$ cat config.mk
export PLATFORM = sky130hd
export DESIGN_NAME = alu_md_unit
export DESIGN_NICKNAME = d
export VERILOG_FILES = /design/src/rtl/alu_pkg.sv /design/src/rtl/alu_md_iter.sv /design/src/rtl/alu_md_unit.sv
export SDC_FILE = /design/constraint.sdc
export NUM_CORES = 1
export LEC_CHECK = 0
export CAP_MARGIN = 25
export CORE_MARGIN = 5
export CORE_UTILIZATION = 40
export CTS_CLUSTER_SIZE = 8
export DETAILED_ROUTE_END_ITERATION = 16
export HOLD_SLACK_MARGIN = 0.05
export PLACE_DENSITY = 0.65
export SLEW_MARGIN = 20
export SYNTH_ARGS = -nofsm -noshare
export SYNTH_HDL_FRONTEND = slang
export SYNTH_SLANG_ARGS = --single-unit
$ cat constraint.sdc
create_clock -name clk -period 9.17 [get_ports clk]
set_clock_uncertainty 0.2 [all_clocks]
set_input_delay 2.751 -clock clk [delete_from_list [all_inputs] [get_ports clk]]
set_output_delay 2.751 -clock clk [all_outputs]
set_load 0.05 [all_outputs]
$ cat src/rtl/alu_pkg.sv
// Shared types for the multi-cycle ALU: operation codes, FSM states, control width.
package alu_pkg;

  localparam int ALU_CTRL_W = 4;

  typedef enum logic [ALU_CTRL_W-1:0] {
    AluAnd   = 4'b0000,
    AluOr    = 4'b0001,
    AluAdd   = 4'b0010,
    AluSltu  = 4'b0011,
    AluSub   = 4'b0110,
    AluSlt   = 4'b0111,
    AluMultu = 4'b1000,
    AluDivu  = 4'b1001,
    AluMfhi  = 4'b1011,
    AluNor   = 4'b1100,
    AluMflo  = 4'b1101
  } alu_ctrl_e;

  typedef enum logic [1:0] {
    StIdle,
    StIter,
    StDone
  } state_e;

endpackage

$ cat src/rtl/alu_md_iter.sv
// Iterative unsigned multiply (shift-add) and restoring divide datapath owning HI/LO.
module alu_md_iter
  import alu_pkg::*;
#(
  parameter int WIDTH = 32,
  parameter int CNT_W = $clog2(WIDTH) + 1
) (
  input  logic             clk,
  input  logic             reset,
  input  logic             start,
  input  logic             is_div,
  input  logic [WIDTH-1:0] op_a,
  input  logic [WIDTH-1:0] op_b,
  output logic             done,
  output logic             dbz,
  output logic [WIDTH-1:0] lo_next,
  output logic [WIDTH-1:0] hi,
  output logic [WIDTH-1:0] lo
);

  localparam logic [CNT_W-1:0] CntInit = CNT_W'(WIDTH);

  logic [CNT_W-1:0] cnt_q;
  logic             div_q;
  logic [WIDTH-1:0] opnd_q;
  logic [WIDTH-1:0] acc_q, acc_d;
  logic [WIDTH-1:0] sh_q, sh_d;
  logic [WIDTH-1:0] hi_q, lo_q;
  logic [WIDTH:0]   sum;
  logic [WIDTH:0]   shifted;
  logic [WIDTH+1:0] diff;

  // acc holds the partial product high half / remainder; sh holds multiplier / quotient bits.
  always_comb begin
    acc_d   = acc_q;
    sh_d    = sh_q;
    sum     = '0;
    shifted = '0;
    diff    = '0;
    if (div_q) begin
      shifted = {acc_q, sh_q[WIDTH-1]};
      diff    = {1'b0, shifted} - {2'b00, opnd_q};
      if (!diff[WIDTH+1]) begin
        acc_d = diff[WIDTH-1:0];
        sh_d  = {sh_q[WIDTH-2:0], 1'b1};
      end else begin
        acc_d = shifted[WIDTH-1:0];
        sh_d  = {sh_q[WIDTH-2:0], 1'b0};
      end
    end else begin
      sum  = sh_q[0] ? ({1'b0, acc_q} + {1'b0, opnd_q}) : {1'b0, acc_q};
      acc_d = sum[WIDTH:1];
      sh_d  = {sum[0], sh_q[WIDTH-1:1]};
    end
  end

  always_ff @(posedge clk or posedge reset) begin
    if (reset) begin
      cnt_q  <= '0;
      div_q  <= 1'b0;
      opnd_q <= '0;
      acc_q  <= '0;
      sh_q   <= '0;
      hi_q   <= '0;
      lo_q   <= '0;
    end else if (start) begin
      cnt_q  <= CntInit;
      div_q  <= is_div;
      opnd_q <= is_div ? op_b : op_a;
      acc_q  <= '0;
      sh_q   <= is_div ? op_a : op_b;
    end else if (cnt_q != '0) begin
      cnt_q <= cnt_q - CNT_W'(1);
      acc_q <= acc_d;
      sh_q  <= sh_d;
      if (done) begin
        hi_q <= acc_d;
        lo_q <= sh_d;
      end
    end
  end

  assign done    = (cnt_q == CNT_W'(1));
  assign dbz     = div_q && (opnd_q == '0);
  assign lo_next = sh_d;
  assign hi      = hi_q;
  assign lo      = lo_q;

endmodule

$ cat src/rtl/alu_md_unit.sv
// Multi-cycle ALU: single-cycle logic/arith ops plus iterative MULTU/DIVU into HI/LO,
// with valid/ready handshake on both sides and registered result and flags.
module alu_md_unit
  import alu_pkg::*;
#(
  parameter int WIDTH = 32,
  parameter int CNT_W = $clog2(WIDTH) + 1
) (
  input  logic                  clk,
  input  logic                  reset,
  input  logic                  in_valid,
  output logic                  in_ready,
  input  logic [ALU_CTRL_W-1:0] alu_ctrl,
  input  logic [WIDTH-1:0]      src1,
  input  logic [WIDTH-1:0]      src2,
  output logic                  out_valid,
  input  logic                  out_ready,
  output logic [WIDTH-1:0]      result,
  output logic                  zero,
  output logic                  overflow,
  output logic                  div_by_zero,
  output logic                  illegal,
  output logic                  busy
);

  state_e           state_q, state_d;
  logic [WIDTH-1:0] result_q, result_d;
  logic             zero_q, zero_d;
  logic             ovf_q, ovf_d;
  logic             dbz_q, dbz_d;
  logic             ill_q, ill_d;

  alu_ctrl_e        op;
  logic [WIDTH-1:0] sum, diff, op_res;
  logic             start, is_div;
  logic             iter_done, iter_dbz;
  logic [WIDTH-1:0] lo_next, hi, lo;

  assign op   = alu_ctrl_e'(alu_ctrl);
  assign sum  = src1 + src2;
  assign diff = src1 - src2;

  always_comb begin
    state_d  = state_q;
    result_d = result_q;
    zero_d   = zero_q;
    ovf_d    = ovf_q;
    dbz_d    = dbz_q;
    ill_d    = ill_q;
    op_res   = '0;
    start    = 1'b0;
    is_div   = 1'b0;
    unique case (state_q)
      StIdle: begin
        if (in_valid) begin
          ovf_d   = 1'b0;
          dbz_d   = 1'b0;
          ill_d   = 1'b0;
          state_d = StDone;
          case (op)
            AluAnd:  op_res = src1 & src2;
            AluOr:   op_res = src1 | src2;
            AluNor:  op_res = ~(src1 | src2);
            AluAdd: begin
              op_res = sum;
              ovf_d  = (src1[WIDTH-1] == src2[WIDTH-1]) && (sum[WIDTH-1] != src1[WIDTH-1]);
            end
            AluSub: begin
              op_res = diff;
              ovf_d  = (src1[WIDTH-1] != src2[WIDTH-1]) && (diff[WIDTH-1] != src1[WIDTH-1]);
            end
            AluSltu: op_res = {{(WIDTH-1){1'b0}}, (src1 < src2)};
            AluSlt:  op_res = {{(WIDTH-1){1'b0}}, ($signed(src1) < $signed(src2))};
            AluMfhi: op_res = hi;
            AluMflo: op_res = lo;
            AluMultu, AluDivu: begin
              // Flags and result keep their previous values until the iteration finishes.
              ovf_d   = ovf_q;
              dbz_d   = dbz_q;
              ill_d   = ill_q;
              start   = 1'b1;
              is_div  = (op == AluDivu);
              state_d = StIter;
            end
            default: begin
              op_res = '0;
              ill_d  = 1'b1;
            end
          endcase
          if (state_d == StDone) begin
            result_d = op_res;
            zero_d   = (op_res == '0);
          end
        end
      end
      StIter: begin
        if (iter_done) begin
          result_d = lo_next;
          zero_d   = (lo_next == '0);
          ovf_d    = 1'b0;
          ill_d    = 1'b0;
          dbz_d    = iter_dbz;
          state_d  = StDone;
        end
      end
      StDone: begin
        if (out_ready) begin
          state_d = StIdle;
        end
      end
      default: state_d = StIdle;
    endcase
  end

  always_ff @(posedge clk or posedge reset) begin
    if (reset) begin
      state_q  <= StIdle;
      result_q <= '0;
      zero_q   <= 1'b1;
      ovf_q    <= 1'b0;
      dbz_q    <= 1'b0;
      ill_q    <= 1'b0;
    end else begin
      state_q  <= state_d;
      result_q <= result_d;
      zero_q   <= zero_d;
      ovf_q    <= ovf_d;
      dbz_q    <= dbz_d;
      ill_q    <= ill_d;
    end
  end

  alu_md_iter #(
    .WIDTH (WIDTH),
    .CNT_W (CNT_W)
  ) u_iter (
    .clk     (clk),
    .reset   (reset),
    .start   (start),
    .is_div  (is_div),
    .op_a    (src1),
    .op_b    (src2),
    .done    (iter_done),
    .dbz     (iter_dbz),
    .lo_next (lo_next),
    .hi      (hi),
    .lo      (lo)
  );

  assign in_ready    = (state_q == StIdle);
  assign out_valid   = (state_q == StDone);
  assign busy        = (state_q == StIter);
  assign result      = result_q;
  assign zero        = zero_q;
  assign overflow    = ovf_q;
  assign div_by_zero = dbz_q;
  assign illegal     = ill_q;

endmodule

==> impl_metrics.py <==
metrics = {
    "worst_setup_path": {
        "critPathLaunchType": "input pin",
        "critical_path.top_delay_family": "simple AND/OR/NAND/NOR gates",
        "worst-endpoint-arrival_ns": 7.55,
        "slowest_delay_ns": 0.99,
        "cp.required_ns": 9.46,
        "cp_slowest_cell": "clkdlybuf4s50_1",
        "path_class": "input pin to register",
        "r2r_start": "u_iter.opnd_q[1]$_DFFE_PP0P_",
        "timing.critical_path.mode_cell": "nor4_1",
        "path_cells": "clkdlybuf4s50_1 > inv_1 > buf_4 > nand3_1 > o221a_2 > o22ai_1 > or4_1 > nor4_1 > nand4_1 > nor4_1 > nand4b_1 > o21ai_1",
        "critical_path.endpoint_type": "register",
        "crit_fanout": 22,
        "critPathBufInv": 3,
        "crit_start": "alu_ctrl[3]",
    },
    "detailed_routing": {
        "wirelength_mm": 78.9,
        "via_per_inst": 6.29,
        "vias": 20500,
        "ant_nets": 0,
        "drt-initial-drc-count": 2265,
        "dr.pass1.iters": 9,
        "remaining_drc_errors": 0,
        "detail_route.wl_per_cell_um": 24.2,
    },
    "floorplanning": {
        "die-width_um": 234,
        "die_area_um2": 54600,
        "start_util_pct": 40.2,
        "io_pins": 111,
        "die_h_um": 234,
        "core_um2": 49800,
        "num_rows": 82,
    },
    "logic_synthesis": {
        "yosys-top-cells-area": "dfrtp_1 26%, ha_1 11%, nand2_1 6.1%, mux2i_1 6.0%, o21ai_0 5.6%",
        "synthFlopType": "dfrtp_1",
        "synthTopCellsByCount": "327 x nand2_1, 225 x o21ai_0, 204 x dfrtp_1",
        "synth_cell_types": 96,
        "synth_warnings": 0,
        "seq_area_frac_synth_pct": 25.7,
        "syn_area_per_cell_um2": 7.81,
        "post-synth-top-count-cell": "nand2_1",
        "async_reset_ff_share_pct": 100,
        "synth_area_leader_cell": "dfrtp_1",
        "synthesis.area_um2": 20000,
        "synth_top_area_share_pct": 25.5,
        "synth.ff_latch_count": 205,
        "synth_edf_count": 0,
        "syn_inst": 2559,
        "synth_fp_nets": 2810,
    },
    "sta": {
        "setup_viol": 0,
        "max_slew_margin_pct": 27.1,
        "maxSlewViolCount": 0,
        "finalHoldViolCount": 0,
        "max_freq_mhz": 138,
        "rsz0062_at_grt": "false",
        "period_minus_slack_ns": 7.26,
        "post-route-period-util_pct": 79.2,
        "tightest_slew_ns": 1.08,
        "fin_setup_tns_ns": 0,
    },
    "placement": {
        "routabilityCongestion": 1.02,
        "dp_hpwl_mm": 59.2,
        "io_buffers": 110,
    },
    "clock_tree": {
        "cts_tree": "yes",
        "numCtsBuffers": 29,
        "cts_setup_buffers": 0,
        "cts_htree_levels": 1,
        "cts_root_buf": "clkbuf_16",
        "clk_pin_slew_ns": 0.05,
        "cts_hold_buf": 0,
        "clk_latency_ns": 0.56,
        "cts_buffer_depth": 3,
        "cts_resized": 0,
        "clock-sinks": 205,
    },
    "pwr": {
        "ir_worst_vdd_v": 0.000237,
        "p_leak_nw": 9.90,
        "power.total_w": 0.00786,
        "powerDensity_nw_per_um2": 351,
    },
    "global_route": {
        "grt_usage_pct": 27.8,
        "grt_pass1_wl_mm": 119,
        "grt_remaining_overflow": 0,
        "grt-busiest-layer": "met2",
        "antenna_found_initial": 1,
        "met1_usage_pct": 36.8,
        "grt_pass1_vias": 19500,
        "met3_usage_pct": 4.68,
        "grt_start_max_net_pins": 95,
        "use_met2_pct": 44.4,
    },
    "layout": {
        "drive_gt1_share_pct": 4.83,
        "multiInputGateArea_um2": 13700,
        "seq_area_um2": 5130,
        "nets": 2826,
        "fillers": 4996,
        "diodes": 0,
        "synthToLayoutAreaGrowth_pct": 11.9,
    },
    "status": {
        "outcome": "finished clean",
    },
    "worst_hold_path": {
        "min_from": "result[4]$_DFFE_PP0P_",
        "hp-class": "register to register",
    },
    "flow_run": {
        "max_cap_violations": 0,
    },
}
==> path summary, 6_finish.rpt <==
kind	endpoint	cells after the start	slack (ns)
max	zero$_DFFE_PP1P_	12	1.91
min	result[4]$_DFFE_PP0P_	2	0.27
max reg2reg	result[0]$_DFFE_PP0P_	13	4.71
min reg2reg	result[4]$_DFFE_PP0P_	2	0.27
max in group asynchronous	u_iter.acc_q[8]$_DFFE_PP0P_	3	5.10
min in group asynchronous	result[9]$_DFFE_PP0P_	2	2.45
==> worst min-delay path, stage by stage (launching register included) <==
cell	delay, ns
dfrtp_1	0.34
nand2_1	0.04
o21ai_0	0.06
==> state kept, by name, summed over array words and instances (netlist names), 2 cells and up <==
| name | cells |
|---|---|
| result | 32 |
| state_q | 2 |
| u_iter.acc_q | 32 |
| u_iter.cnt_q | 6 |
| u_iter.hi | 32 |
| u_iter.lo | 32 |
| u_iter.opnd_q | 32 |
| u_iter.sh_q | 32 |
==> per-layer routing <==
| metal | vias to the layer above | wire [um] |
|---|---|---|
| li1 | 9435 | - |
| met1 | 9884 | 32700 |
| met2 | 969 | 35600 |
| met3 | 218 | 6170 |
| met4 | 0 | 4440 |
| met5 | - | 0 |
==> cells in the final DEF (no fill, tap or decap), types with 13 or more instances in the layout <==
| cell type | count |
|---|---|
| nand2_1 | 326 |
| o21ai_0 | 225 |
| dfrtp_1 | 203 |
| a21oi_1 | 188 |
| ha_1 | 175 |
| nor2_1 | 162 |
| inv_1 | 152 |
| mux2i_1 | 120 |
| clkdlybuf4s50_1 | 109 |
| o211ai_1 | 58 |
| nand3_1 | 54 |
| a211oi_1 | 51 |
| nor3_1 | 46 |
| o21ai_1 | 41 |
| xnor2_1 | 39 |
| a21o_1 | 38 |
| buf_4 | 31 |
| clkbuf_16 | 29 |
| nor4_1 | 26 |
| nand4_1 | 26 |
| o31ai_1 | 23 |
| nor2b_1 | 22 |
| a22oi_1 | 22 |
| o21a_1 | 20 |
| a31oi_1 | 20 |
| a221oi_1 | 19 |
| xor2_1 | 18 |
| o21bai_1 | 15 |
| or3_1 | 14 |
| clkbuf_1 | 14 |
| and2_1 | 13 |
==> kinds of logic after synthesis <==
family	after synthesis	share of synthesized area, %
DFF	205	25.7
buffers and inverters	314	6.12
AOI/OAI and AO/OA	909	30.2
xor gates and xnor gates	57	2.50
muxes	133	6.76
adders and majority gates	179	11.4
and+or+nand+nor	762	17.4
==> cell type report <==
cell class / instances / share of cell area (%)
clock buffer: 43 / 3.48
inverter: 157 / 2.67
multi-input combinational: 2040 / 61.1
sequential: 205 / 23.0
tap: 672 / 3.76
timing repair buffer: 142 / 6.02
==> where the power goes <==
part	switching (W)	leakage, nW	internal [W]	total (W)
logic	0.00307	7.04	0.00193	0.00500
registers	0.000513	2.49	0.00137	0.00188
clock network	0.000403	0.374	0.000571	0.000974
total	0.00399	9.90	0.00387	0.00786
==> metrics by stage <==
| step | utilization, % | cell area [um2] | worst slack (ns) | hold slack [ns] | instances |
|---|---|---|---|---|---|
| floorplan | - | 20000 | 0.625 | 0.239 | 2559 |
| global placement | 43.4 | 21600 | 1.64 | 0.262 | 3216 |
| detailed placement | 43.4 | 21600 | 1.54 | 0.264 | 3216 |
| CTS | 44.9 | 22400 | 2.12 | 0.276 | 3259 |
| global route | 45.0 | 22400 | 1.61 | 0.297 | 3259 |
| finish | 45.0 | 22400 | 1.91 | 0.274 | 3259 |
(Power assumes the default switching activity.)
==> RTL change, RTL diff (same flow settings) <==
Take the reset off `result_q` and load it in a clocked block of its own.
--- a/src/rtl/alu_md_unit.sv
+++ b/src/rtl/alu_md_unit.sv
@@ -116,5 +116,4 @@
     if (reset) begin
       state_q  <= StIdle;
-      result_q <= '0;
       zero_q   <= 1'b1;
       ovf_q    <= 1'b0;
@@ -123,5 +122,4 @@
     end else begin
       state_q  <= state_d;
-      result_q <= result_d;
       zero_q   <= zero_d;
       ovf_q    <= ovf_d;
@@ -129,4 +127,8 @@
       ill_q    <= ill_d;
     end
+  end
+
+  always_ff @(posedge clk) begin
+    result_q <= result_d;
   end
 
Function: changed (a bounded check fails within 4 cycles, from zero or initial values and one cycle with reset high).
==> RTL change against the original RTL <==
Total power shrank 5.7%; sequential cell count stayed put; die area decreased by 1.0%; global-route usage increased by 0.21 points; combinational power fell by 9.0%; maximum frequency rose by 1.7%; final area down 0.73%; synthesized area fell by 1.1%; setup slack gained 0.12 ns; first-iteration DRC count is 7.5% lower; routed wire length about the same; critical path type unchanged; register-to-register slack worse by 0.46 ns; clock power shrank 0.6%; largest power group unchanged.
==> RTL change: results (changes against the original RTL) <==
worst r2r dst u_iter.hi[30]; hold path startpoint u_iter.lo[24]; sequential cell area fraction in the yosys report 26.8% (+1.1 points); post-CTS setup buffer count 0 (unchanged); post-synthesis adder-cell area fraction 11.5% (+0.12 points); worst-case reg-to-reg path depth 14 (+1); Synth Area in Compound Gates 26.9% (-3.3 points); final WL 78900 um (about the same); DP Area 21400 um2 (-0.70%); worst hold stages 2 (unchanged); clock slew seen by the registers of the worst setup and hold paths 0.07 ns (+0.02 ns); initial antenna violation count 5 (+4); vias in the first global route 18846 (-3.5%); H-Tree Depth 1 (unchanged); first-pass GRT wire length 117000 um (-1.2%); Most used DFF post-synth dfrtp_1; Area contributors post-synth dfrtp_1 (22%), ha_1 (11%), mux2i_1 (6.9%); post-CTS sizing 0 (unchanged); final net count 2776 (-1.8%); drt pass-1 iters 6 (-3); hpwl dp 61400 um (+3.7%); peak supply drop 0.000269 V (+13%); hold endpoint u_iter.lo[24]; Slew headroom 33.3% (+6.2 points); synth cell count leaders nand2_1 (316), o21ai_0 (202), a21oi_1 (201); yosys warns 0 (unchanged); via count 19903 (-2.9%); gr usage total 28.0% (+0.21 points); routability cong. 0.947 (-6.8%); CP Max Fanout 20 (-9.1%); CP Data Arrival Time 7.42 ns (-0.13 ns); Critical R2R Launch u_iter.opnd_q[0]; mux cell area share after synthesis 7.11% (+0.35 points); port bufs 110 (unchanged); CTS buffer count 29 (unchanged); clk buf depth 3 (unchanged); ys async rst share 84.4% (-16 points); worst hold path class flip-flop to flip-flop; outcome finished, final reports clean; worst skew pair latency 0.55 ns; layout cells sized above 1 4.19% (-0.64 points); Synth cell types 96 (unchanged); hold_ws 0.282 ns (+0.00803 ns); clock root cell clkbuf_16; register-to-register setup slack 4.25 ns (-0.46 ns); LEAKAGE 9.75 nW (-1.5%); number of synthesized flops with an enable pin 32 (+32); iteration-0 DRC count of the detailed router 2096 (-7.5%); Synth Area in XOR/XNOR 3.19% (+0.69 points); largest net degree at the start of global routing 88 (-7.4%)
[RTL change: cell count changes in the layout (fill, tap and decap cells not counted), sizes merged, moves of 10 or more]
cell and change:
mux2i +17, nand2 -13, edfxtp +32, o21ai -56
a21oi +12, xnor2 +16, nor2b +17, dfrtp -32
mux2 -10
[RTL change: power by group]
group | switching, mW | total [mW] | internal, mW | leakage, nW
Clock | 0.400 | 0.968 | 0.569 | 0.373
Sequential | 0.527 | 1.89 | 1.37 | 2.38
Combinational | 2.75 | 4.55 | 1.80 | 7.00
[RTL change: per-layer routing]
layer	routed length [um]	share of wire (%)	global-route usage, %
met1	33600	43	38.0
met2	36000	46	45.5
met3	5630	7.1	3.83
met4	3740	4.7	10.5
met5	12	0.015	0
[RTL change: metrics by stage]
step	power, mW	setup slack, ns	util (%)	std cells
2_1_floorplan	5.05	1.53	-	2500
3_3_place_gp	6.26	1.27	43.8	3158
3_5_place_dp	6.36	1.57	43.8	3158
4_1_cts	7.35	2.15	45.4	3195
5_1_grt	7.96	1.76	45.4	3196
6_report	7.41	2.03	45.4	3196
[RTL change: worst max path at each step]
stage,from,depth (start not counted),end
3_5_place_dp,alu_ctrl[2],13,zero
4_1_cts,alu_ctrl[2],13,zero
3_3_place_gp,alu_ctrl[2],13,zero
2_1_floorplan,reset,1,div_by_zero
5_1_grt,alu_ctrl[2],13,zero
6_report,alu_ctrl[2],13,zero
[RTL change: logic make-up after synthesis]
| family | Yosys count |
|---|---|
| AO/OA/AOI/OAI | 814 |
| XOR/XNOR | 72 |
| adder cells (fa/ha/maj) | 179 |
| buffers and inverters | 304 |
| flip-flops | 205 |
| multiplexers | 140 |
| AND/OR/NAND/NOR | 786 |
[RTL change: cell type report]
cell class,count,area [um2]
well taps,664,831
inverters,157,594
fillers,4925,26700
clock buffers,37,766
diodes,1,2.50
flip-flops and latches,205,5300
multi-input cells,1991,13400
repair buffers,141,1330
[RTL change: worst max-delay path, stage by stage]
cell,delay [ns]
clkdlybuf4s50_1,0.90
buf_4,0.40
or4b_2,0.53
nor2_1,0.07
a221oi_1,0.21
o21ai_0,0.25
a2111oi_1,0.81
nand4_1,0.35
a211oi_1,0.29
nand4_1,0.27
nor4_2,0.22
nand4_1,0.15
o31ai_2,0.19
